File: src/rtl/sweep_sync_controller_pkg.sv
// Shared definitions for the heat-grid sweep synchronisation logic:
// controller state encoding, default grid sizing and counter helpers.
package sweep_sync_controller_pkg;

  localparam int NUM_COLS_DEF = 32;
  localparam int CNT_W        = 32;

  typedef enum logic [2:0] {
    ST_IDLE     = 3'd0,
    ST_WAIT_ALL = 3'd1,
    ST_PULSE    = 3'd2,
    ST_GUARD    = 3'd3,
    ST_PAUSE    = 3'd4,
    ST_HALT     = 3'd5
  } state_e;

  // Saturating increment: a stuck sweep must never wrap its cycle count back to zero.
  function automatic logic [CNT_W-1:0] sat_inc(input logic [CNT_W-1:0] v);
    return (&v) ? v : v + CNT_W'(1);
  endfunction

endpackage

File: src/rtl/sweep_sync_controller_col_done_reduce.sv
// Column-done reduction: turns the last-active-column index into a participation
// mask and ANDs the masked done flags. Purely combinational; also used for DMA column masks.
module col_done_reduce
  import sweep_sync_controller_pkg::*;
#(
  parameter int NUM_COLS = NUM_COLS_DEF
) (
  input  logic [7:0]          width_i,
  input  logic [NUM_COLS-1:0] col_flag_i,
  output logic [NUM_COLS-1:0] active_mask_o,
  output logic                all_done_o
);

  always_comb begin
    for (int i = 0; i < NUM_COLS; i++) begin
      active_mask_o[i] = (i <= int'(width_i));
    end
    all_done_o = &(col_flag_i | ~active_mask_o);
  end

endmodule

File: src/rtl/sweep_sync_controller.sv
// Global sweep barrier for the column engines: waits for every active column's done flag,
// then issues one start pulse per time step; counts, pauses, halts and watches for stalls.
module sweep_sync_controller
  import sweep_sync_controller_pkg::*;
#(
  parameter int NUM_COLS       = NUM_COLS_DEF,
  parameter int GUARD_CYCLES   = 2,
  parameter int TIMEOUT_CYCLES = 0
) (
  input  logic                clk,
  input  logic                reset,
  input  logic                run,
  input  logic [7:0]          width,
  input  logic [31:0]         max_iter,
  input  logic [NUM_COLS-1:0] col_flag,
  output logic                start,
  output logic [31:0]         iter_count,
  output logic [31:0]         sweep_cycles,
  output logic                busy,
  output logic                done,
  output logic                timeout
);

  state_e             state_q, state_d;
  logic [CNT_W-1:0]   cyc_cnt_q, cyc_cnt_d;
  logic [CNT_W-1:0]   guard_cnt_q, guard_cnt_d;
  logic [CNT_W-1:0]   iter_q, iter_d;
  logic [CNT_W-1:0]   sweep_q, sweep_d;
  logic               timeout_q, timeout_d;
  logic               start_q;
  logic               run_q;
  logic               all_done;
  logic [NUM_COLS-1:0] active_mask_unused;

  col_done_reduce #(
    .NUM_COLS (NUM_COLS)
  ) u_reduce (
    .width_i       (width),
    .col_flag_i    (col_flag),
    .active_mask_o (active_mask_unused),
    .all_done_o    (all_done)
  );

  always_comb begin
    // NOTE: every next-state signal gets its hold value first so no path infers a latch.
    state_d     = state_q;
    cyc_cnt_d   = cyc_cnt_q;
    guard_cnt_d = guard_cnt_q;
    iter_d      = iter_q;
    sweep_d     = sweep_q;
    timeout_d   = timeout_q;

    unique case (state_q)
      ST_IDLE: begin
        if (run) state_d = ST_WAIT_ALL;
      end
      ST_WAIT_ALL: begin
        cyc_cnt_d = sat_inc(cyc_cnt_q);
        if (all_done) begin
          iter_d  = iter_q + CNT_W'(1);
          sweep_d = sat_inc(cyc_cnt_q);
          if (max_iter != '0 && iter_q + CNT_W'(1) == max_iter) state_d = ST_HALT;
          else if (!run)                                         state_d = ST_PAUSE;
          else                                                   state_d = ST_PULSE;
        end else if (TIMEOUT_CYCLES != 0 && cyc_cnt_q == CNT_W'(TIMEOUT_CYCLES - 1)) begin
          timeout_d = 1'b1;
          state_d   = ST_HALT;
        end
      end
      ST_PULSE: begin
        guard_cnt_d = '0;
        state_d     = (GUARD_CYCLES == 0) ? ST_WAIT_ALL : ST_GUARD;
      end
      ST_GUARD: begin
        cyc_cnt_d   = sat_inc(cyc_cnt_q);
        guard_cnt_d = guard_cnt_q + CNT_W'(1);
        if (guard_cnt_q == CNT_W'(GUARD_CYCLES - 1)) state_d = ST_WAIT_ALL;
      end
      ST_PAUSE: begin
        if (run) state_d = ST_PULSE;
      end
      ST_HALT: begin
        // Restart only on a fresh run edge so a level left high cannot loop past the limit.
        if (run && !run_q) begin
          iter_d    = '0;
          timeout_d = 1'b0;
          state_d   = ST_PULSE;
        end
      end
      default: state_d = ST_IDLE;
    endcase

    if (state_d == ST_WAIT_ALL && state_q != ST_WAIT_ALL) cyc_cnt_d = '0;
  end

  // NOTE: sequential state uses non-blocking assignments so all flops update from pre-edge values.
  always_ff @(posedge clk or posedge reset) begin
    if (reset) begin
      state_q     <= ST_IDLE;
      cyc_cnt_q   <= '0;
      guard_cnt_q <= '0;
      iter_q      <= '0;
      sweep_q     <= '0;
      timeout_q   <= 1'b0;
      start_q     <= 1'b0;
      run_q       <= 1'b0;
    end else begin
      state_q     <= state_d;
      cyc_cnt_q   <= cyc_cnt_d;
      guard_cnt_q <= guard_cnt_d;
      iter_q      <= iter_d;
      sweep_q     <= sweep_d;
      timeout_q   <= timeout_d;
      start_q     <= (state_d == ST_PULSE);
      run_q       <= run;
    end
  end

  assign start        = start_q;
  assign iter_count   = iter_q;
  assign sweep_cycles = sweep_q;
  assign timeout      = timeout_q;
  assign busy         = (state_q == ST_WAIT_ALL) || (state_q == ST_PULSE) || (state_q == ST_GUARD);
  assign done         = (state_q == ST_HALT);

endmodule
File: config.mk
export PLATFORM = sky130hd
export DESIGN_NAME = sweep_sync_controller
export DESIGN_NICKNAME = d
export VERILOG_FILES = /design/src/rtl/sweep_sync_controller_pkg.sv /design/src/rtl/sweep_sync_controller_col_done_reduce.sv /design/src/rtl/sweep_sync_controller.sv
export SDC_FILE = /design/constraint.sdc
export NUM_CORES = 1
export LEC_CHECK = 0
export ABC_AREA = 1
export BUFFER_PORTS_ARGS = -buffer_cell sky130_fd_sc_hd__buf_4
export CAP_MARGIN = 5
export CORE_MARGIN = 2
export CORE_UTILIZATION = 40
export DETAILED_ROUTE_END_ITERATION = 10
export MAX_ROUTING_LAYER = met4
export PLACE_DENSITY = 0.72
export SLEW_MARGIN = 20
export SYNTH_ARGS = -nofsm -noshare
export SYNTH_HDL_FRONTEND = slang
export SYNTH_SLANG_ARGS = --single-unit
File: constraint.sdc
create_clock -name clk -period 6.9 [get_ports clk]
set_clock_uncertainty 0.2 [all_clocks]
set_input_delay 0.69 -clock clk [delete_from_list [all_inputs] [get_ports clk]]
set_output_delay 0.69 -clock clk [all_outputs]
set_load 0.005 [all_outputs]
# Word-level counts from Yosys, hierarchy flattened

Index checks and enable logic that the tools add are counted.

Output and inout bits: 68
Logic and storage cells: 86
Register bits after elaboration: 133

Bitwise operators: 2
Eq/ne operators: 12
Magnitude comparators: 31
Reduce and logical (&&, ||, !) cells: 16
Add/subtract/negate cells: 3
Mux-type cells: 15

Operator list:

| operator                | count |
|---|---|
| $mux W32                | 5 |
| $le A5 B8 Y1 const A    | 16 |
| $pmux W32 S2            | 2 |
| $add A32 B1 Y32 const B | 3 |
| $le A4 B8 Y1 const A    | 8 |
| $reduce_and A32 Y1      | 2 |
| $reduce_and A33 Y1      | 1 |
| $eq A32 B1 Y1 const B   | 1 |
| $eq A32 B32 Y1          | 1 |
| $le A3 B8 Y1 const A    | 4 |
| $not A32 Y32            | 1 |
| $or A32 B32 Y32         | 1 |
| $reduce_bool A32 Y1     | 1 |
| $mux W3                 | 7 |
| $pmux W3 S6             | 1 |
| $le A2 B8 Y1 const A    | 2 |
| $eq A3 B2 Y1 const B    | 3 |
| $le A1 B8 Y1 const A    | 1 |
| $eq A3 B1 Y1 const B    | 2 |
| $eq A3 B3 Y1 const B    | 2 |
| $reduce_bool A2 Y1      | 3 |
| $logic_and A1 B1 Y1     | 3 |
| $logic_not A3 Y1        | 1 |
| $ne A3 B1 Y1 const B    | 1 |
| other kinds (6)         | 7 |

# Depth between registers and ports, before layout

Gate-level depths: netlist of run 1.

Word-level depth: 9
Gate-level depth with buffers: 21
Gate-level depth less buffers: 20

# Hierarchy

Synthesis of run 1 repeated with hierarchy kept, for this count alone.

Cell total of the unflattened synthesis: 1,347
Area total of the unflattened synthesis: 8,971.1 um^2

By module, submodules not included:

| module                | cells an instance | times used | area an instance (um^2) |
|---|---|---|---|
| sweep_sync_controller | 1,164             | 1          | 8,130.3 |
| col_done_reduce       | 183               | 1          | 840.8 |

# Least setup slack after synthesis of run 1

No wires, ideal clock.

Path kind: in2reg
Start: input width[6]
End: register sweep_q[12] (netlist: sweep_cycles[12])
Arrival: 2,368 ps
Cell stages on the path: 16
Path buffers: 2
Slack: 4,216 ps
Library setup time: 116 ps
Cell sequence: nor2_2 nand2_4 inv_2 o21ai_1 a21oi_2 nor2_1 nor3_1 nand2_1 nor2_1 nand2_1 nor2_4 inv_2 buf_2 buf_2 nand2_1 nand2_1

Cells in the longest elaborated chain, start to end: 4

RTL lines:

| element                                    | RTL line                                    | RTL |
|---|---|---|
| start, declared                            | sweep_sync_controller.sv:13                 | `input logic [7:0] width,` |
| $le A1 B8 Y1, or another cell as far along | sweep_sync_controller_col_done_reduce.sv:16 | `active_mask_o[i] = (i <= int'(width_i));` |
| $not A32 Y32 (*)                           | sweep_sync_controller_col_done_reduce.sv:18 | `all_done_o = &(col_flag_i \| ~active_mask_o);` |
| $or A32 B32 Y32 (*)                        | sweep_sync_controller_col_done_reduce.sv:18 |  |
| $reduce_and A33 Y1 (no line) (*)           | --                                          |  |
| end signal, assigned                       | sweep_sync_controller.sv:112                | `sweep_q <= sweep_d;` |
| end, declared                              | sweep_sync_controller.sv:28                 | `logic [CNT_W-1:0] sweep_q, sweep_d;` |

Every way passes the cells marked *; elsewhere a longest branch is shown, timed or not.
A chain may end at the register's enable or synchronous reset.

# Worst setup path in the final report of run 1

Start: register state_q[2]
End: register iter_q[0] (netlist: iter_count[0])

Cells in the longest elaborated chain, start to end: 3

RTL lines:

| element                                              | RTL line                     | RTL |
|---|---|---|
| start, declared                                      | sweep_sync_controller.sv:24  | `state_e state_q, state_d;` |
| start signal, assigned                               | sweep_sync_controller.sv:108 | `state_q <= state_d;` |
| $eq A3 B1 Y1 / $eq A3 B3 Y1 (equally long branches)  | sweep_sync_controller.sv:53  | `unique case (state_q)` |
| $ne A2 B2 Y1 (no line), or another cell as far along | --                           |  |
| $reduce_and A3 Y1 (no line)                          | --                           |  |
| end signal, assigned                                 | sweep_sync_controller.sv:111 | `iter_q <= iter_d;` |
| end, declared                                        | sweep_sync_controller.sv:27  | `logic [CNT_W-1:0] iter_q, iter_d;` |

Parallel ways exist; a longest one is shown, timed or not.

==> run_results.csv, run 1 <==
group,metric,value,unit
synth,yosysTopAreaCell,"dfrtp_1",
finish,drive_gt1_share,18.26,%
synth,synth_edf_count,0,
routing,antenna_left,0,
clock_tree,cts_sinks,133,
finish,fillers,2217,
sta,final-setup-viol-count,0,
clock_tree,clk_pin_slew,0.06,ns
clock_tree,cts_tree,"built",
run_status,outcome,"finished clean",
global_routing,grt_overflow,0,
global_routing,antenna_found_initial,0,
sta,fin_crit_sh,62.80,%
clock_tree,clkLatencyLatePin,0.43,ns
routing,first_pass_iters,6,
floorplan,die_w,155.4,µm
routing,avgViaCountPerCell,5.080,
sta,worstMarginPinSlew,1.094,ns
pwr,max-vdd-ir-drop,0.1651,mV
floorplan,die-area,0.02414,mm²
sta,finalSetupTns,0,ns
floorplan,io_pins,143,
sta,grt_setup_unrepaired,"no",
floorplan,die_h,155.4,µm
global_routing,first_global_vias,8553,
clock_tree,cts_hold_buf,0,
worst_setup_path,cp_data_required_time,6.96,ns
synth,synth.distinct_cells,49,
clock_tree,cts_setup_buffers,0,
finish,nNetsFinal,1512,
finish,final_cell_area,0.01099,mm²
routing,wl_per_cell,14.66,µm
synth,synth_common_cells,"nand2_1, inv_1, nor2_1, dfrtp_1, nand3_1",
sta,post-route-min-period,4.333,ns
routing,drc_errors,0,
pwr,p_clk_share,49.4,%
routing,vias,8794,
finish,area_delta_synth_final,19.92,%
synth,syn-instance-count,1298,
synth,syn_area,0.009166,mm²
worst_hold_path,hold_class,"primary input to asynchronous set/reset pin",
pwr,power_switching,440.4,µW
sta,max_slew_margin,26.86,%
place,hpwl,19300,µm
clock_tree,cts_max_level,4,
global_routing,grt_use_total,22.31,%
worst_setup_path,worstPathArrival,4.39,ns
clock_tree,cts_inserted_buffers,17,
routing,dr.first_iter.drc_count,528,
pwr,p_leak,5.510,nW
synth,post-synth-top-count-cell,"nand2_1",
place,place.port_buffers,141,
clock_tree,cts.path.max_buffers,2,
pwr,power,1.745,mW
clock_tree,ctsRootBufferMaster,"clkbuf_16",
floorplan,rows,55,
run,drv_cap,0,
synth,synth_area_per_cell,7.062,µm²
synth,ys_ff_latch,133,
synth,async_reset_ff_share,100.0,%
finish,antenna_cells,0,
pwr,internal_power,1.305,mW
place,globalplace.congestion,0.9728,
sta,slew_violations,0,
synth,ys_warn_count,0,
synth,yosysSeqAreaShare,36.31,%
worst_setup_path,end_kind,"flop",
floorplan,start_util,40.61,%
global_routing,grt_max_degree,79,
floorplan,core_area,0.02257,mm²
clock_tree,ctsResizeCount,0,
sta,finalHoldViolations,0,
place,dpl_cell_area,0.01041,mm²
worst_setup_path,start_kind,"flop",
synth,synth_area_leaders,"dfrtp_1, nand2_1, inv_1",
synth,synth_ff_type,"dfrtp_1",
pwr,power_frac_seq,44.8,%
pwr,pwr-share-comb,5.8,%
worst_setup_path,critPathMaxFanout,57,
global_routing,grt_pass1_wl,41880,µm
routing,wl,25380,µm
pwr,switching_share,25.23,%
synth,synth_top_cell_area_share,36.31,%
worst_setup_path,crit_type,"flop to flop",
sta,fmax,230.8,MHz
synth,synth_nets,1377,
pwr,p_per_area,158.8,mW/mm²
==> cells in the final DEF, fill, tap and decap left out, drive strengths merged, types with 5 or more instances in the layout <==
master    n
clkinv    8
o21a      5
nor4     17
nand3    77
buf     145
a21oi    55
nand2   390
mux2i     7
xor2     28
clkbuf   18
nand3b   12
nor2    202
dfrtp   133
o21ai    73
inv     169
nor3     28
o22ai    27
nand4    21
==> state kept, by name (all words and copies together) (netlist names) <==
signal and cells:
cyc_cnt_q 32, guard_cnt_q 32, iter_count 32, run_q 1, start 1, state_q 3
sweep_cycles 32
==> worst paths after layout <==
check | start | to | slack, ns | cells after the start
max | state_q[2] | iter_count[0] | 2.57 | 8
min | reset | sweep_cycles[3] | 0.10 | 2
max reg2reg | state_q[2] | iter_count[0] | 2.57 | 8
min reg2reg | sweep_cycles[24] | sweep_cycles[24] | 0.27 | 2
max in group asynchronous | reset | iter_count[18] | 5.30 | 3
min in group clk | run | run_q | 0.22 | 1
==> routing by layer <==
layer	part of all wire (%)	up-vias	routed length [µm]	global-route usage, %
li1	-	4458	-	-
met1	43	4050	11040	27.55
met2	48	236	12270	36.83
met4	3.3	0	839	8.694
met5	0	-	0	-
met3	4.9	50	1233	3.510
==> worst max-delay path: stages (launching register included) <==
cell     delay, ns
dfrtp_1       0.46
nor2_4        0.71
inv_1         0.57
nor2_1        0.40
inv_1         0.13
nor2_4        0.13
inv_2         0.38
nand2_1       0.99
o21ai_0       0.18
==> final cells by class <==
| type | count | area, µm² | share of cell area, % |
|---|---|---|---|
| Multi-Input combinational cell | 971 | 5020 | 45.67 |
| Clock buffer | 18 | 439.2 | 3.995 |
| Timing Repair Buffer | 145 | 1105 | 10.05 |
| Tap cell | 285 | 356.6 | 3.244 |
| Inverter | 165 | 624.3 | 5.680 |
| Clock inverter | 14 | 118.9 | 1.081 |
| Sequential cell | 133 | 3328 | 30.28 |
==> metrics by stage <==
step           hold WS (ns)  cells  util [%]  setup WS [ns]
3_3_place_gp         0.2545   1698     46.12          2.651
4_1_cts              0.1242   1730     48.59          2.508
2_1_floorplan        0.2465   1298         -          2.456
5_1_grt              0.1479   1731     48.70          2.122
6_report             0.1024   1731     48.70          2.567
3_5_place_dp         0.2600   1698     46.12          2.540
==> cells by family after synthesis <==
logic type	Yosys count	share of synthesized area, %
AO/OA/AOI/OAI	172	10.36
XOR/XNOR	35	3.945
adder cells (fa/ha/maj)	4	0.5460
buffers and inverters	194	8.927
flip-flops	133	36.31
multiplexers	7	0.7644
other	1	0.04091
AND/OR/NAND/NOR	752	39.11
==> power by group through the flow <==
| stage | clock network (mW) | registers, mW | logic, mW |
|---|---|---|---|
| 2_1_floorplan | 0 | 0.795 | 0.0479 |
| 3_3_place_gp | 0 | 0.795 | 0.102 |
| 3_5_place_dp | 0 | 0.795 | 0.102 |
| 4_1_cts | 0.883 | 0.781 | 0.103 |
| 5_1_grt | 0.914 | 0.781 | 0.114 |
| 6_report | 0.862 | 0.781 | 0.102 |
Note: power is estimated with default switching activity, not from simulation.
==> run 2, diff against run 1 <==
Settings changed: ABC_AREA 1 to 0, PLACE_DENSITY 0.72 to 0.74.
Clock period 6.9 ns to 3.7 ns, I/O delays scaled along.
==> run 2 against run 1 <==
The run now ends with negative hold slack left. Cell area decreased by 3.3%. Via count decreased by 3.9%. First-iteration DRC count increased by 5.9%. Global-route usage increased by 1.1 points. Critical path depth increased by 2. Clock-buffer cell count increased by 3. Critical endpoint is now start. Highest routed layer unchanged.
==> run_results.csv, run 2 <==
group,metric,value,unit
run_status,outcome,"finished, violations left",
run_status,violations,"negative hold slack",
floorplan,die_w,151.0,µm
routing,wl_per_cell,17.48,µm
finish,layout_common_cells,"buf_4, dfrtp_1, nand2_1",
routing,avgViaCountPerCell,5.794,
sta,finalSetupTns,0,ns
worst_setup_path,r2r_end,"start",
floorplan,core_area,0.02109,mm²
finish,area_delta_synth_final,23.04,%
worst_setup_path,reg2reg_depth,10,
synth,synth_area_per_cell,8.290,µm²
clock_tree,cts_tree,"built",
run,drv_cap,0,
clock_tree,cts_max_level,4,
worst_setup_path,r2r_slack,0.20,ns
worst_setup_path,cp_cell_sequence,"ha_1 > nand3_1 > or4_1 > nor4_1 > o211ai_1 > nand4bb_1 > nor4_1 > buf_4 > a21oi_1 > nor2b_1",
synth,post-synth-top-count-cell,"dfrtp_1",
global_routing,grt-busiest-layer,"met2",
sta,post-route-min-period,3.498,ns
clock_tree,cts_sinks,133,
finish,final_cell_area,0.01063,mm²
synth,synth_nets,1121,
sta,fin_crit_sh,94.54,%
finish,fillers,2014,
place,globalplace.congestion,0.9404,
finish,drive_gt1_share,18.09,%
finish,antenna_cells,0,
worst_setup_path,worstPathArrival,3.61,ns
worst_setup_path,worstReg2RegStart,"iter_count[1]",
sta,slew_violations,0,
floorplan,rows,53,
sta,final-setup-viol-count,0,
clock_tree,clk_pin_slew,0.06,ns
finish,multiInputGateArea,0.004977,mm²
global_routing,grt_pass1_wl,41190,µm
synth,ys_ff_latch,133,
synth,synth_top_cell_area_share,38.53,%
routing,antenna_left,0,
global_routing,first_global_vias,8066,
floorplan,io_pins,143,
clock_tree,clkLatencyLatePin,0.43,ns
finish,layout_commonest_cell,"buf_4",
synth,yosysTopAreaCell,"dfrtp_1",
place,dpl_cell_area,0.01002,mm²
pwr,p_per_area,352.8,mW/mm²
synth,syn-instance-count,1042,
sta,fmax,285.9,MHz
global_routing,grt_overflow,0,
sta,grt_setup_unrepaired,"no",
clock_tree,cts.path.max_buffers,2,
pwr,max-vdd-ir-drop,0.3556,mV
worst_setup_path,start_kind,"flop",
global_routing,grt_use_total,23.39,%
clock_tree,cts_inserted_buffers,17,
floorplan,die_h,151.0,µm
routing,dr.first_iter.drc_count,559,
synth,synth_edf_count,0,
synth,async_reset_ff_share,100.0,%
synth,synth_ff_type,"dfrtp_1",
worst_setup_path,critPathMostFrequentCell,"nor4_1",
place,place.port_buffers,141,
floorplan,start_util,40.96,%
pwr,p_leak,4.550,nW
worst_setup_path,end_kind,"flop",
routing,first_pass_iters,5,
synth,synth_area_leaders,"dfrtp_1, nand2_1, xnor2_1",
synth,syn_area,0.008638,mm²
finish,nNetsFinal,1249,
synth,synth.distinct_cells,67,
routing,drc_errors,0,
synth,synth_common_cells,"dfrtp_1, nand2_1, o21ai_0, nor2_1, nand3_1",
worst_setup_path,slowest_stage,"or4_1",
worst_setup_path,cp_data_required_time,3.81,ns
worst_setup_path,crit_type,"flop to flop",
sta,finalHoldViolations,55,
global_routing,use_met1,31.42,%
place,hpwl,18210,µm
global_routing,grtUsageMet3,4.518,%
global_routing,antenna_found_initial,0,
floorplan,die-area,0.02279,mm²
synth,yosysSeqAreaShare,38.53,%
global_routing,grt_max_degree,134,
sta,max_slew_margin,44.03,%
finish,ff_latch_area,0.003329,mm²
sta,worstMarginPinSlew,0.8375,ns
synth,ys_warn_count,0,
routing,vias,8447,
clock_tree,ctsRootBufferMaster,"clkbuf_16",
worst_setup_path,critPathMaxFanout,7,
sta,holdWs,-0.04508,ns
worst_setup_path,max_stage_delay,0.68,ns
global_routing,grtUsageMet2,35.57,%
worst_hold_path,hold_class,"primary input to asynchronous set/reset pin",
routing,wl,25480,µm
clock_tree,cts_setup_buffers,0,
==> run 2: cell types whose count changed after synthesis, sizes merged, moves of 17 or more <==
| cell | previous run | this run |
|---|---|---|
| o22ai | 27 | 4 |
| clkbuf | 8 | 49 |
| xnor2 | 3 | 54 |
| and4 | 0 | 17 |
| inv | 163 | 24 |
| nor2 | 202 | 78 |
| nand4 | 21 | 48 |
| nand2 | 390 | 131 |
| a21oi | 55 | 35 |
==> run 2: power by group <==
part / leakage (nW) / switching (mW) / internal (mW)
combinational: 2.46 / 0.287 / 0.202
sequential: 1.80 / 0.0781 / 1.50
clock: 0.283 / 0.651 / 1.03
total: 4.55 / 1.02 / 2.73
==> run 2: worst max-delay path, delay by kind of cell (launching register included) <==
family	cells	cell delay, ns
simple gates	6	2.01
flops	1	0.47
fa+ha+maj	1	0.30
buf+inv	1	0.21
compound gates	2	0.18
==> run 2: final cells by class <==
cell class	instances	area share [%]
inverters	24	0.8829
clock inverters	11	1.177
flip-flops and latches	133	31.32
repair buffers	171	12.22
well taps	275	3.237
multi-input cells	823	46.83
clock buffers	21	4.332
==> run 2: repair_timing <==
item,4_1_cts,5_1_grt
endpoints found under the setup margin,0,2
endpoints found under the hold margin,2,0
resized for setup,0,3
hold buffers,1,0
==> run 2: cell families after synthesis <==
logic type / synth area share (%)
other: 0.04341
muxes: 1.753
xor gates and xnor gates: 10.17
adders and majority gates: 0.6953
AOI/OAI and AO/OA: 16.21
and+or+nand+nor: 28.58
DFF: 38.53
buffers and inverters: 4.027
==> run 2: worst max-delay path by stage <==
stage	endpoint	startpoint
detailed placement	start	iter_count[0]
CTS	start	iter_count[0]
global route	start	iter_count[1]
floorplan	iter_count[22]	width[5]
finish	start	iter_count[1]
global placement	start	iter_count[0]
==> run 2: layer usage <==
| layer | share of wire, % | vias up |
|---|---|---|
| met5 | 0 | - |
| li1 | - | 4028 |
| met4 | 2.2 | 0 |
| met1 | 44 | 4032 |
| met3 | 7.9 | 41 |
| met2 | 46 | 346 |
==> run 2: through the flow <==
stage | total power [mW] | setup WS, ns | hold slack [ns] | instances | util, %
final | 3.750 | 0.2022 | -0.04508 | 1458 | 50.40
after global routing | 3.912 | 0.07792 | 0.007443 | 1458 | 50.40
after CTS | 3.773 | 0.1824 | 0.009096 | 1458 | 50.35
after detailed placement | 2.090 | 0.2279 | 0.2650 | 1425 | 47.53
after global placement | 2.078 | 0.1770 | 0.2579 | 1425 | 47.53
after floorplan | 1.896 | 0.7397 | 0.2014 | 1042 | -
